--- config.mk ---
export PLATFORM = sky130hd
export DESIGN_NAME = axi_imem_responder_flat
export DESIGN_NICKNAME = d
export VERILOG_FILES = /design/src/rtl/imem_pkg.sv /design/src/rtl/axi_imem_responder_if.sv /design/src/rtl/imem_rsp_fifo.sv /design/src/rtl/axi_imem_responder.sv /design/src/flat_wrapper.sv
export SDC_FILE = /design/constraint.sdc
export NUM_CORES = 1
export LEC_CHECK = 0
export BUFFER_PORTS_ARGS = -buffer_cell sky130_fd_sc_hd__buf_2
export CORE_ASPECT_RATIO = 1.75
export CORE_MARGIN = 2
export CORE_UTILIZATION = 25
export CTS_CLUSTER_SIZE = 16
export DETAILED_ROUTE_END_ITERATION = 10
export GPL_TIMING_DRIVEN = 0
export HOLD_SLACK_MARGIN = 0.15
export PLACE_DENSITY_LB_ADDON = 0.25
export RECOVER_POWER = 50
export SLEW_MARGIN = 10
export SYNTH_ARGS = -nofsm -noshare
export SYNTH_HDL_FRONTEND = slang
export SYNTH_SLANG_ARGS = --single-unit
--- constraint.sdc ---
create_clock -name clk -period 4.2 [get_ports clk]
set_clock_uncertainty 0.1 [all_clocks]
set_input_delay 0.84 -clock clk [delete_from_list [all_inputs] [get_ports clk]]
set_output_delay 0.84 -clock clk [all_outputs]
set_load 0.05 [all_outputs]
--- src/rtl/imem_pkg.sv ---
// Shared constants and helpers for the instruction-memory AXI4-Lite responder.
package imem_pkg;

  localparam logic [31:0] IMEM_NOP       = 32'h0000_0013;
  localparam logic [31:0] IMEM_ROM_BASE  = 32'h0000_0000;
  localparam logic [31:0] IMEM_IRAM_BASE = 32'h0010_0000;

  function automatic int unsigned imem_idx_width(input int unsigned depth_words);
    return (depth_words < 2) ? 1 : $clog2(depth_words);
  endfunction

endpackage

--- src/rtl/axi_imem_responder_if.sv ---
// AXI4-Lite read-only channel (AR + R) between a fetch master and the imem responder.
interface axi_imem_responder_if;

  logic [31:0] s_araddr;
  logic        s_arvalid;
  logic        s_arready;
  logic [31:0] s_rdata;
  logic        s_rvalid;
  logic        s_rready;

  modport master (
    output s_araddr,
    output s_arvalid,
    input  s_arready,
    input  s_rdata,
    input  s_rvalid,
    output s_rready
  );

  modport slave (
    input  s_araddr,
    input  s_arvalid,
    output s_arready,
    output s_rdata,
    output s_rvalid,
    input  s_rready
  );

endinterface

--- src/rtl/imem_rsp_fifo.sv ---
// Small synchronous response FIFO; head reads as zero when empty.
module imem_rsp_fifo #(
  parameter  int unsigned Depth = 3,
  parameter  int unsigned Width = 32,
  localparam int unsigned CW    = $clog2(Depth + 1),
  localparam int unsigned PW    = (Depth > 1) ? $clog2(Depth) : 1
) (
  input  logic             clk,
  input  logic             rst_n,
  input  logic             push,
  input  logic [Width-1:0] push_data,
  input  logic             pop,
  output logic [Width-1:0] head,
  output logic [CW-1:0]    count
);

  logic [Width-1:0] mem_q [Depth];
  logic [PW-1:0]    wr_ptr_q, wr_ptr_d;
  logic [PW-1:0]    rd_ptr_q, rd_ptr_d;
  logic [CW-1:0]    count_q, count_d;
  logic             do_pop;

  // Pointers wrap modulo Depth, which need not be a power of two.
  function automatic logic [PW-1:0] ptr_inc(input logic [PW-1:0] p);
    return (p == PW'(Depth - 1)) ? '0 : p + PW'(1);
  endfunction

  assign do_pop = pop && (count_q != '0);

  always_comb begin
    wr_ptr_d = wr_ptr_q;
    rd_ptr_d = rd_ptr_q;
    count_d  = count_q;
    if (push) begin
      wr_ptr_d = ptr_inc(wr_ptr_q);
    end
    if (do_pop) begin
      rd_ptr_d = ptr_inc(rd_ptr_q);
    end
    unique case ({push, do_pop})
      2'b10:   count_d = count_q + CW'(1);
      2'b01:   count_d = count_q - CW'(1);
      default: count_d = count_q;
    endcase
  end

  always_ff @(posedge clk or negedge rst_n) begin
    if (!rst_n) begin
      wr_ptr_q <= '0;
      rd_ptr_q <= '0;
      count_q  <= '0;
    end else begin
      wr_ptr_q <= wr_ptr_d;
      rd_ptr_q <= rd_ptr_d;
      count_q  <= count_d;
    end
  end

  always_ff @(posedge clk) begin
    if (push) begin
      mem_q[wr_ptr_q] <= push_data;
    end
  end

  assign head  = (count_q != '0) ? mem_q[rd_ptr_q] : '0;
  assign count = count_q;

endmodule

--- src/rtl/axi_imem_responder.sv ---
// AXI4-Lite read-only responder in front of a synchronous instruction SRAM/ROM.
// Optional build macro IMEM_RANGE_CHECK_EN: out-of-range fetches return a NOP without an SRAM read.
module axi_imem_responder
  import imem_pkg::*;
#(
  parameter  logic [31:0] BASE_ADDR   = IMEM_IRAM_BASE,
  parameter  int unsigned DEPTH_WORDS = 4096,
  parameter  int unsigned RSP_DEPTH   = 3,
  localparam int unsigned AW          = imem_idx_width(DEPTH_WORDS),
  localparam int unsigned CW          = $clog2(RSP_DEPTH + 1)
) (
  input  logic                 clk,
  input  logic                 rst_n,
  axi_imem_responder_if.slave  s,
  output logic                 mem_en,
  output logic [AW-1:0]        mem_addr,
  input  logic [31:0]          mem_rdata
);

  logic          acc;
  logic          in_range;
  logic          inflight_q;
  logic          pop;
  logic [31:0]   push_data;
  logic [CW-1:0] count;
  logic [CW:0]   credit_used;

  // Every accepted address reserves a slot until popped, so a push never overflows.
  assign credit_used = {1'b0, count} + {{CW{1'b0}}, inflight_q};
  assign s.s_arready = credit_used < (CW + 1)'(RSP_DEPTH);

  assign acc      = s.s_arvalid & s.s_arready;
  assign mem_en   = acc & in_range;
  assign mem_addr = s.s_araddr[2 +: AW];

`ifdef IMEM_RANGE_CHECK_EN
  logic [32:0] range_end;
  logic        oor_q;

  assign range_end = {1'b0, BASE_ADDR} + 33'(4 * DEPTH_WORDS);
  assign in_range  = (s.s_araddr >= BASE_ADDR) && ({1'b0, s.s_araddr} < range_end) &&
                     (s.s_araddr[1:0] == 2'b00);

  always_ff @(posedge clk or negedge rst_n) begin
    if (!rst_n) begin
      oor_q <= 1'b0;
    end else begin
      oor_q <= acc & ~in_range;
    end
  end

  assign push_data = oor_q ? IMEM_NOP : mem_rdata;
`else
  logic unused_addr_bits;

  // Upper and byte-offset bits are ignored; accesses alias modulo the memory size.
  assign unused_addr_bits = ^{s.s_araddr[31:2+AW], s.s_araddr[1:0]};
  assign in_range         = 1'b1;
  assign push_data        = mem_rdata;
`endif

  always_ff @(posedge clk or negedge rst_n) begin
    if (!rst_n) begin
      inflight_q <= 1'b0;
    end else begin
      inflight_q <= acc;
    end
  end

  assign s.s_rvalid = (count != '0);
  assign pop        = s.s_rvalid & s.s_rready;

  imem_rsp_fifo #(
    .Depth (RSP_DEPTH),
    .Width (32)
  ) u_rsp_fifo (
    .clk       (clk),
    .rst_n     (rst_n),
    .push      (inflight_q),
    .push_data (push_data),
    .pop       (pop),
    .head      (s.s_rdata),
    .count     (count)
  );

endmodule

--- src/flat_wrapper.sv ---
// flat-port wrapper written by rule: the top's interface ports become plain ports
module axi_imem_responder_flat import imem_pkg::*;
#(
  parameter  logic [31:0] BASE_ADDR   = IMEM_IRAM_BASE,
  parameter  int unsigned DEPTH_WORDS = 4096,
  parameter  int unsigned RSP_DEPTH   = 3,
  localparam int unsigned AW          = imem_idx_width(DEPTH_WORDS),
  localparam int unsigned CW          = $clog2(RSP_DEPTH + 1)
)
  (clk, rst_n, mem_en, mem_addr, mem_rdata, s_s_araddr, s_s_arvalid, s_s_arready, s_s_rdata, s_s_rvalid, s_s_rready);
  axi_imem_responder_if s_i ();
  input  logic clk;
  input  logic rst_n;
  output logic mem_en;
  output logic [AW-1:0] mem_addr;
  input  logic [31:0] mem_rdata;
  input wire logic [$bits(s_i.s_araddr)-1:0] s_s_araddr;
  input wire logic [$bits(s_i.s_arvalid)-1:0] s_s_arvalid;
  output wire logic [$bits(s_i.s_arready)-1:0] s_s_arready;
  output wire logic [$bits(s_i.s_rdata)-1:0] s_s_rdata;
  output wire logic [$bits(s_i.s_rvalid)-1:0] s_s_rvalid;
  input wire logic [$bits(s_i.s_rready)-1:0] s_s_rready;
  assign s_i.s_araddr = s_s_araddr;
  assign s_i.s_arvalid = s_s_arvalid;
  assign s_s_arready = s_i.s_arready;
  assign s_s_rdata = s_i.s_rdata;
  assign s_s_rvalid = s_i.s_rvalid;
  assign s_i.s_rready = s_s_rready;
  axi_imem_responder #(.BASE_ADDR(BASE_ADDR), .DEPTH_WORDS(DEPTH_WORDS), .RSP_DEPTH(RSP_DEPTH)) u_core (.clk(clk), .rst_n(rst_n), .s(s_i), .mem_en(mem_en), .mem_addr(mem_addr), .mem_rdata(mem_rdata));
endmodule
# Word level (Yosys, flattened, before mapping)
# Memories as Yosys holds them, arrays and structs flattened.
# Index checks and enable logic that the tools add are counted.
# totals
register_bits	7
ramBits	96
out_inout_bits	47
elab_cells	26
memories	1
# mem_list
name	words	width	rd	rd_clocked_by_memory_dff	wr	line	rtl
u_core.u_rsp_fifo.mem_q	3	32	1	0	1	imem_rsp_fifo.sv:17	logic [Width-1:0] mem_q [Depth];
# classes
add_sub_neg	5
order_cmp	1
eq_ne	4
mux	6
bitwise_logic	2
n_reduce_logical	3
# op_table
cell	count
$mux W32	1
$add A2 B1 Y2 const B	3
$eq A2 B2 Y1 const B	3
$mux W2	2
$pmux W2 S2	1
$reduce_bool A2 Y1	2
$add A2 B1 Y3	1
$lt A3 B2 Y1 const B	1
$and A1 B1 Y1	2
$eq A2 B1 Y1 const B	1
$mux W1	2
$sub A2 B1 Y2 const B	1
$logic_and A1 B1 Y1	1

# Depth between registers and ports, before layout
# Gate-level depths: netlist of the first run.
# depth
word_depth	5
mapped_depth	6

# Hierarchy
# Synthesis of the first run repeated with hierarchy kept, for this count alone.
# hier_totals
hier_cells	248
hier_area_um2	4330.4
# by_module_without_submodules
module	n_inst	cells_each	area_each_um2	seq_area_each_um2
imem_rsp_fifo	1	229	4161.5	3032.9
axi_imem_responder	1	19	168.9	25.0

# Worst setup path before layout of the first run
# Ideal clock, no wire load.
# synth_path
path_kind	register to register
from	reg u_core.inflight_q
to	mem u_core.u_rsp_fifo.mem_q[2][0], enable pin
setup_ns	0.468
t_arrival_ns	2.825
path_slack_ns	0.807
path_stages_with_launch	3
n_path_buf	0
period_less_slack_ns	3.393
path_cell_list	dfrtp_1 -> inv_1 -> nor3b_1
# synth_via
elab_chain_len	2
# synth_rtl
item	line	rtl
start: declaration	axi_imem_responder.sv:22	logic inflight_q;
start signal: assignment	axi_imem_responder.sv:64	inflight_q <= 1'b0;
start signal: assignment	axi_imem_responder.sv:66	inflight_q <= acc;
$mux W1	imem_rsp_fifo.sv:60	if (push) begin
$mux W1 (implied by the code)	imem_rsp_fifo.sv:61	mem_q[wr_ptr_q] <= push_data;
end: declaration	imem_rsp_fifo.sv:17	
# No other way between the ends.

# Worst setup path after layout of the first run
# layout_path
from	reg u_core.u_rsp_fifo.count_q[0], in the netlist u_core.u_rsp_fifo.count[0]
to	out s_s_rdata[14]
# layout_via
elab_chain_len	2
# layout_rtl
item	line	rtl
start: declaration	imem_rsp_fifo.sv:20	logic [CW-1:0] count_q, count_d;
start signal: assignment	imem_rsp_fifo.sv:55	count_q <= count_d;
$reduce_bool A2 Y1	imem_rsp_fifo.sv:65	assign head = (count_q != '0) ? mem_q[rd_ptr_q] : '0;
$mux W32	imem_rsp_fifo.sv:65	
end: declaration	flat_wrapper.sv:20	output wire logic [$bits(s_i.s_rdata)-1:0] s_s_rdata;
# No other way between the ends.

==> results of run 1 <==
==> registers in the layout, indices dropped and copies added (netlist names) <==
| register | cells |
|---|---|
| u_core.u_rsp_fifo.mem_q | 96 |
| u_core.u_rsp_fifo.wr_ptr_q | 2 |
| u_core.inflight_q | 1 |
| u_core.u_rsp_fifo.count | 2 |
| u_core.u_rsp_fifo.rd_ptr_q | 2 |
==> where the power goes <==
part / switching (mW) / internal, mW / leakage (nW)
Clock: 0.368 / 0.409 / 0.137
Combinational: 1.52 / 0.702 / 0.924
Sequential: 0.0664 / 1.38 / 0.965
Total: 1.96 / 2.49 / 2.03
==> per-stage QoR <==
| stage | TNS (ns) | area (um^2) |
|---|---|---|
| finish | 0 | 5340 |
| CTS | 0 | 5410 |
| global placement | -75.12 | 5010 |
| global route | 0 | 5340 |
| detailed placement | 0 | 5130 |
| floorplan | 0 | 4320 |
==> logic make-up (layout without fill, tap and decap cells) <==
kind of cell             Yosys count  in the layout  synth area share
buffers and inverters             26            133            0.0484
adder cells (fa/ha/maj)            3              3           0.00869
flip-flops                       103            103             0.708
AO/OA/AOI/OAI                      6              6           0.00869
XOR/XNOR                           3              3           0.00608
AND/OR/NAND/NOR                   42             42            0.0391
multiplexers                      64             64             0.181
==> layer usage <==
metal | track usage | up-vias
met3 | 0.0217 | 10
met5 | 0 | -
li1 | - | 1105
met2 | 0.178 | 63
met1 | 0.104 | 1124
met4 | 0.0461 | 0
==> worst reg2reg max path, delay by kind of cell, from the launching register on <==
kind,cells,cell delay [ns]
and+or+nand+nor,2,1.45
DFF,1,0.38
buffers and inverters,1,0.25
==> final timing paths <==
path | startpoint | endpoint | depth (start not counted)
min in group clk | u_core.u_rsp_fifo.wr_ptr_q[1] | u_core.u_rsp_fifo.wr_ptr_q[1] | 1
max in group asynchronous | rst_n | u_core.u_rsp_fifo.rd_ptr_q[0] | 1
min reg2reg | u_core.u_rsp_fifo.wr_ptr_q[1] | u_core.u_rsp_fifo.wr_ptr_q[1] | 1
max | u_core.u_rsp_fifo.count[0] | s_s_rdata[14] | 4
max reg2reg | u_core.u_rsp_fifo.wr_ptr_q[0] | u_core.u_rsp_fifo.mem_q[1][18] | 3
min | rst_n | u_core.u_rsp_fifo.count[1] | 1
==> cell type report <==
| class | instances | area share |
|---|---|---|
| inverters | 3 | 0.00211 |
| repair buffers | 91 | 0.0862 |
| plain buffers | 23 | 0.0370 |
| well taps | 227 | 0.0532 |
| flip-flops and latches | 103 | 0.573 |
| clock inverters | 7 | 0.00961 |
| clock buffers | 9 | 0.0422 |
| multi-input cells | 118 | 0.197 |
==> cells in the final DEF (no fill, tap or decap), drive strengths merged <==
cell / netlist / final
nor3b: 1 / 1
edfxtp: 96 / 96
inv: 3 / 8
mux2i: 32 / 32
nand2: 2 / 2
and2: 1 / 1
o21ai: 2 / 2
ha: 3 / 3
nand2b: 1 / 1
xor2: 1 / 1
xnor2: 2 / 2
clkbuf: 1 / 45
buf: 22 / 78
dfrtp: 7 / 7
nor2: 35 / 35
clkinv: 0 / 2
a21oi: 1 / 1
mux2: 32 / 32
a21o: 3 / 3
nor3: 2 / 2
==> impl_results.md, run 1 <==
* Unrepaired setup endpoints after global routing: false
* Final nets at 420
* Critical Path RT at 3.26 ns
* Initial Util at 0.255
* Die ar. at 18400 um^2
* R2R Setup Slk at 1.71 ns
* Hold slack at 0.302 ns
* Async SR Flop Fraction at 0.0680
* TritonCTS clock tree: built
* CP cell instances: nor2_1, clkbuf_1, nor2_1, buf_2
* Initial antenna violation count at 0
* IO Port Bufs at 82
* Status: finished, violations left
* Setup bufs post-CTS at 0
* DRC viols at 0
* Tmin final at 3.07 ns
* Final setup margin at 1.13 ns
* Max-slew headroom at -0.252
* Number of flops mapped to enable cells by yosys at 96
* Worst-path clk slew at 0.07 ns
* Worst path bufs/invs at 2
* Sequential share of the synthesized area at 0.708
* Wire length on met3 at 367 um
* Clock Latency Late Sink at 0.33 ns
* FP Rows at 63
* Most common cell in the synthesized netlist: edfxtp_1
* Distinct cells, synth at 24
* F_max at 0.326 GHz
* Die height at 178 um
* Cells after synthesis at 247
* Post-synth top area share at 0.667
* CP most frequent cell: nor2_1
* Hold buffer count at cts at 0
* Flip-flop and latch count after synthesis at 103
* CTS H-Tree Depth at 3
* Pin count of the biggest net entering global routing at 19
* Pre-CTS WS at 1.42 ns
* Placer congestion estimate at 0.646
* Crit. End Element: primary output
* Met2 WL at 4800 um
* Mapped Nets at 318
* Worst EP arrival at 2.13 ns
* Vias in the first global route at 2474
* Seq. cell area at 3060 um^2
* Final antenna diode count at 0
* Main synth FF type: edfxtp_1
* Cells after DPL at 565
* Fin crit share at 0.731
* Commonest cells in the netlist: edfxtp_1 (96), nor2_1 (35), mux2i_1 (32)
* Cell area after synthesis at 4320 um^2
* Core box area at 16900 um^2
* P_leak at 2.03 nW
* Fin. max-slew vios at 18
* DRT antenna net count at 0
* PwrDens at 833 nW/um^2
* CP peak stage delay at 0.49 ns
* Avg Cell Area, Syn at 17.5 um^2
* CP max-delay cell: nor2_1
* Top Ports at 115
* Post-CTS Resized at 0
* Worst-margin pin slew at 1.87 ns
* Dpl hpwl at 6160 um
* All-layer global routing usage at 0.0979
* CTS Sinks at 103
* Tot Pwr at 4.45 mW
* Final Hold Fails at 0
* First-pass DRT Iterations at 3
* Metal1 wirelength at 3390 um
* Post-Layout Cell Count at 581
* Yosys top cell by area: edfxtp_1
* # setup viols final at 0
* Uppermost routed layer: met4
* Setup CP Type: reg -> out
* First-pass GRT wire length at 13000 um
* Max-Cap Viols at 1
* Maximum clock insertion buffer count at 2
* Footprint of the multi-input gates at 1050 um^2
* CTS buffer count at 9
* Failing checks: max-capacitance violations, max-slew violations
* Finished Core Util at 0.315
* Min-delay worst type: in -> async
* CTS Root Cell: clkbuf_16
* Crit-path max FO at 10
* Fill cell count at 1702
* Routed WL at 8740 um
* Maximum VDD drop at 0.432 mV
* DR iter-0 viols at 63
* WL/cell at 15.0 um
* Layout cells sized above 1 at 0.350
* Setup crit start kind: flip-flop
* Synth area leaders: edfxtp_1 (67%), mux2_4 (9.4%), mux2i_1 (7.4%)
* Vias at 2302
* Die Wd at 103 um
* Area growth, synth to finish at 23.6%
* CP top delay family: buffers and inverters
* Via density at 3.96
* Total gr overflow at 0
* Yosys warns at 0
Power figures use the tool's default switching activity.
==> run 2: changes to the inputs <==
ABC_AREA = 1   (was default)
clock period = 2.59 ns   (was 4.2 ns; I/O delays follow)
==> run 2 against run 1 <==
The flow still finishes with violations (max-capacitance violations, max-slew violations); critical path depth is 1 higher; register-to-register slack worse by 1.5 ns; sequential share of layout area is 0.60 points lower; cell count is 19% higher; die area is 0.56% higher; largest cell class unchanged.
==> impl_results.md, run 2 <==
* Post-synth top area share at 0.664
* Total gr overflow at 0
* Fill cell count at 1753
* Sequential share of the synthesized area at 0.704
* WL/cell at 14.2 um
* Top Ports at 115
* Layout cells sized above 1 at 0.235
* Vias at 2822
* Setup bufs post-CTS at 0
* Tmin final at 2.46 ns
* Finished Core Util at 0.319
* Critical Path RT at 1.97 ns
* CTS buffer count at 9
* Pint at 3.97 mW
* Pre-CTS WS at 0.451 ns
* Reg with most FFs: u_core.u_rsp_fifo.mem_q
* Maximum clock insertion buffer count at 2
* CTS Sinks at 103
* Most common cell in the synthesized netlist: nand2_1
* First-pass GRT wire length at 15800 um
* Via density at 4.08
* Mapped Nets at 432
* Worst-margin pin slew at 1.54 ns
* Setup CP Type: reg -> out
* Maximum VDD drop at 0.938 mV
* Max-Cap Viols at 1
* Yosys top cell by area: edfxtp_1
* Final setup margin at 0.130 ns
* Yosys warns at 0
* Routed WL at 9800 um
* Initial Util at 0.256
* Sw frac at 0.474
* Commonest non-fill, non-tap cell in the layout: nand2_1
* Unrepaired setup endpoints after global routing: false
* # setup viols final at 0
* Flip-flop and latch count after synthesis at 103
* Die Wd at 104 um
* Die ar. at 18500 um^2
* Main synth FF type: edfxtp_1
* Distinct cells, synth at 20
* Status: finished, violations left
* Placer congestion estimate at 0.685
* Number of flops mapped to enable cells by yosys at 96
* Seq. cell area at 3060 um^2
* Comb power frac at 0.502
* Min-delay worst type: in -> reg
* IO Port Bufs at 82
* PwrDens at 1400 nW/um^2
* Setup crit start kind: flip-flop
* TritonCTS clock tree: built
* Area growth, synth to finish at 24.3%
* Max-slew headroom at -0.0317
* Net switching power figure at 3.57 mW
* First-pass DRT Iterations at 5
* Pin count of the biggest net entering global routing at 21
* Async SR Flop Fraction at 0.0680
* Final Hold Fails at 0
* DRT antenna net count at 0
* F_max at 0.406 GHz
* Tot Pwr at 7.54 mW
* Vias in the first global route at 3046
* Failing checks: max-capacitance violations, max-slew violations
* Fin. max-slew vios at 6
* Core box area at 16900 um^2
* DR iter-0 viols at 121
* All-layer global routing usage at 0.113
* Part of the power in registers at 0.313
* Final antenna diode count at 0
* CTS Root Cell: clkbuf_16
* P_leak at 2.28 nW
* FP Rows at 63
* Final nets at 530
* Clock Latency Late Sink at 0.35 ns
* Cells after synthesis at 361
* Cell area after synthesis at 4340 um^2
* Avg Cell Area, Syn at 12.0 um^2
* Fin crit share at 0.950
* Footprint of the multi-input gates at 912 um^2
* Synth area leaders: edfxtp_1 (66%), nand2_1 (8.4%), nand3_1 (6.7%)
* DRC viols at 0
* Crit. End Element: primary output
* Initial antenna violation count at 0
* Clock power share at 0.185
* CTS H-Tree Depth at 3
* Worst-path clk slew at 0.08 ns
* Die height at 178 um
* Dpl hpwl at 6930 um
* Worst EP arrival at 1.84 ns
* Commonest cells in the netlist: nand2_1 (97), edfxtp_1 (96), nand3_1 (58)
* Max reg flops at 96
* Crit-path max FO at 6
* Commonest cells after routing, fill and taps aside: nand2_1 (98), edfxtp_1 (96), nand3_1 (58), buf_2 (45), clkbuf_1 (45)
[run 2: path summary, 6_finish.rpt]
kind / from / to / slack (ns) / cells after the start
setup / recovery: u_core.inflight_q / mem_en / 0.13 / 5
hold / removal: mem_rdata[13] / u_core.u_rsp_fifo.mem_q[0][13] / 0.30 / 1
setup reg to reg: u_core.inflight_q / u_core.u_rsp_fifo.mem_q[2][23] / 0.24 / 3
hold reg to reg: u_core.u_rsp_fifo.count[1] / u_core.u_rsp_fifo.count[1] / 0.42 / 2
max in group asynchronous: rst_n / u_core.inflight_q / 1.57 / 2
min in group asynchronous: rst_n / u_core.u_rsp_fifo.wr_ptr_q[1] / 0.50 / 2
[run 2: metrics by stage]
step	cell area (um^2)	hold WS, ns	setup TNS (ns)	cells
after floorplan	4350	0.122	0	361
after global placement	5050	0.262	-25.80	670
after detailed placement	5140	0.268	0	674
after CTS	5470	0.257	0	691
after global routing	5400	0.294	0	691
final	5400	0.299	0	691
[run 2: critical path: stages, from the launching register on]
cell and delay, ns:
dfrtp_2 0.45, ha_1 0.21, ha_1 0.29, a21oi_2 0.16, and2_1 0.16, clkbuf_4 0.23
[run 2: routing by layer]
metal / vias up / track usage / share of wire
met5: - / 0 / 0
met4: 0 / 0.0524 / 0.024
met2: 76 / 0.210 / 0.54
met3: 12 / 0.0256 / 0.048
met1: 1340 / 0.121 / 0.39
li1: 1394 / - / -
[run 2: cell families (layout without fill, tap and decap cells)]
kind of cell / Yosys count / after routing / synth area share
simple gates: 178 / 178 / 0.194
flops: 103 / 103 / 0.704
buf+inv: 72 / 175 / 0.0864
compound gates: 4 / 4 / 0.00461
fa+ha+maj: 3 / 3 / 0.00864
xor+xnor: 1 / 1 / 0.00202
[run 2: power by group through the flow]
stage | combinational [mW] | clock [mW] | sequential, mW
floorplan | 2.84 | 0 | 2.38
global placement | 3.75 | 0 | 2.41
detailed placement | 3.88 | 0 | 2.40
CTS | 3.89 | 1.44 | 2.37
global route | 4.13 | 1.51 | 2.40
finish | 3.79 | 1.40 | 2.36
[run 2: final cells by class]
class	count	area share
Tap cell	227	0.0526
Multi-Input combinational cell	186	0.169
Clock inverter	7	0.0160
Clock buffer	9	0.0417
Inverter	43	0.0299
Timing Repair Buffer	87	0.0846
Sequential cell	103	0.567
Buffer	29	0.0396
[run 2: timing repair]
action,4_1_cts,5_1_grt
resized for setup,0,2
hold endpoints to repair,7,0
hold buffers,1,0
setup endpoints to repair,0,1
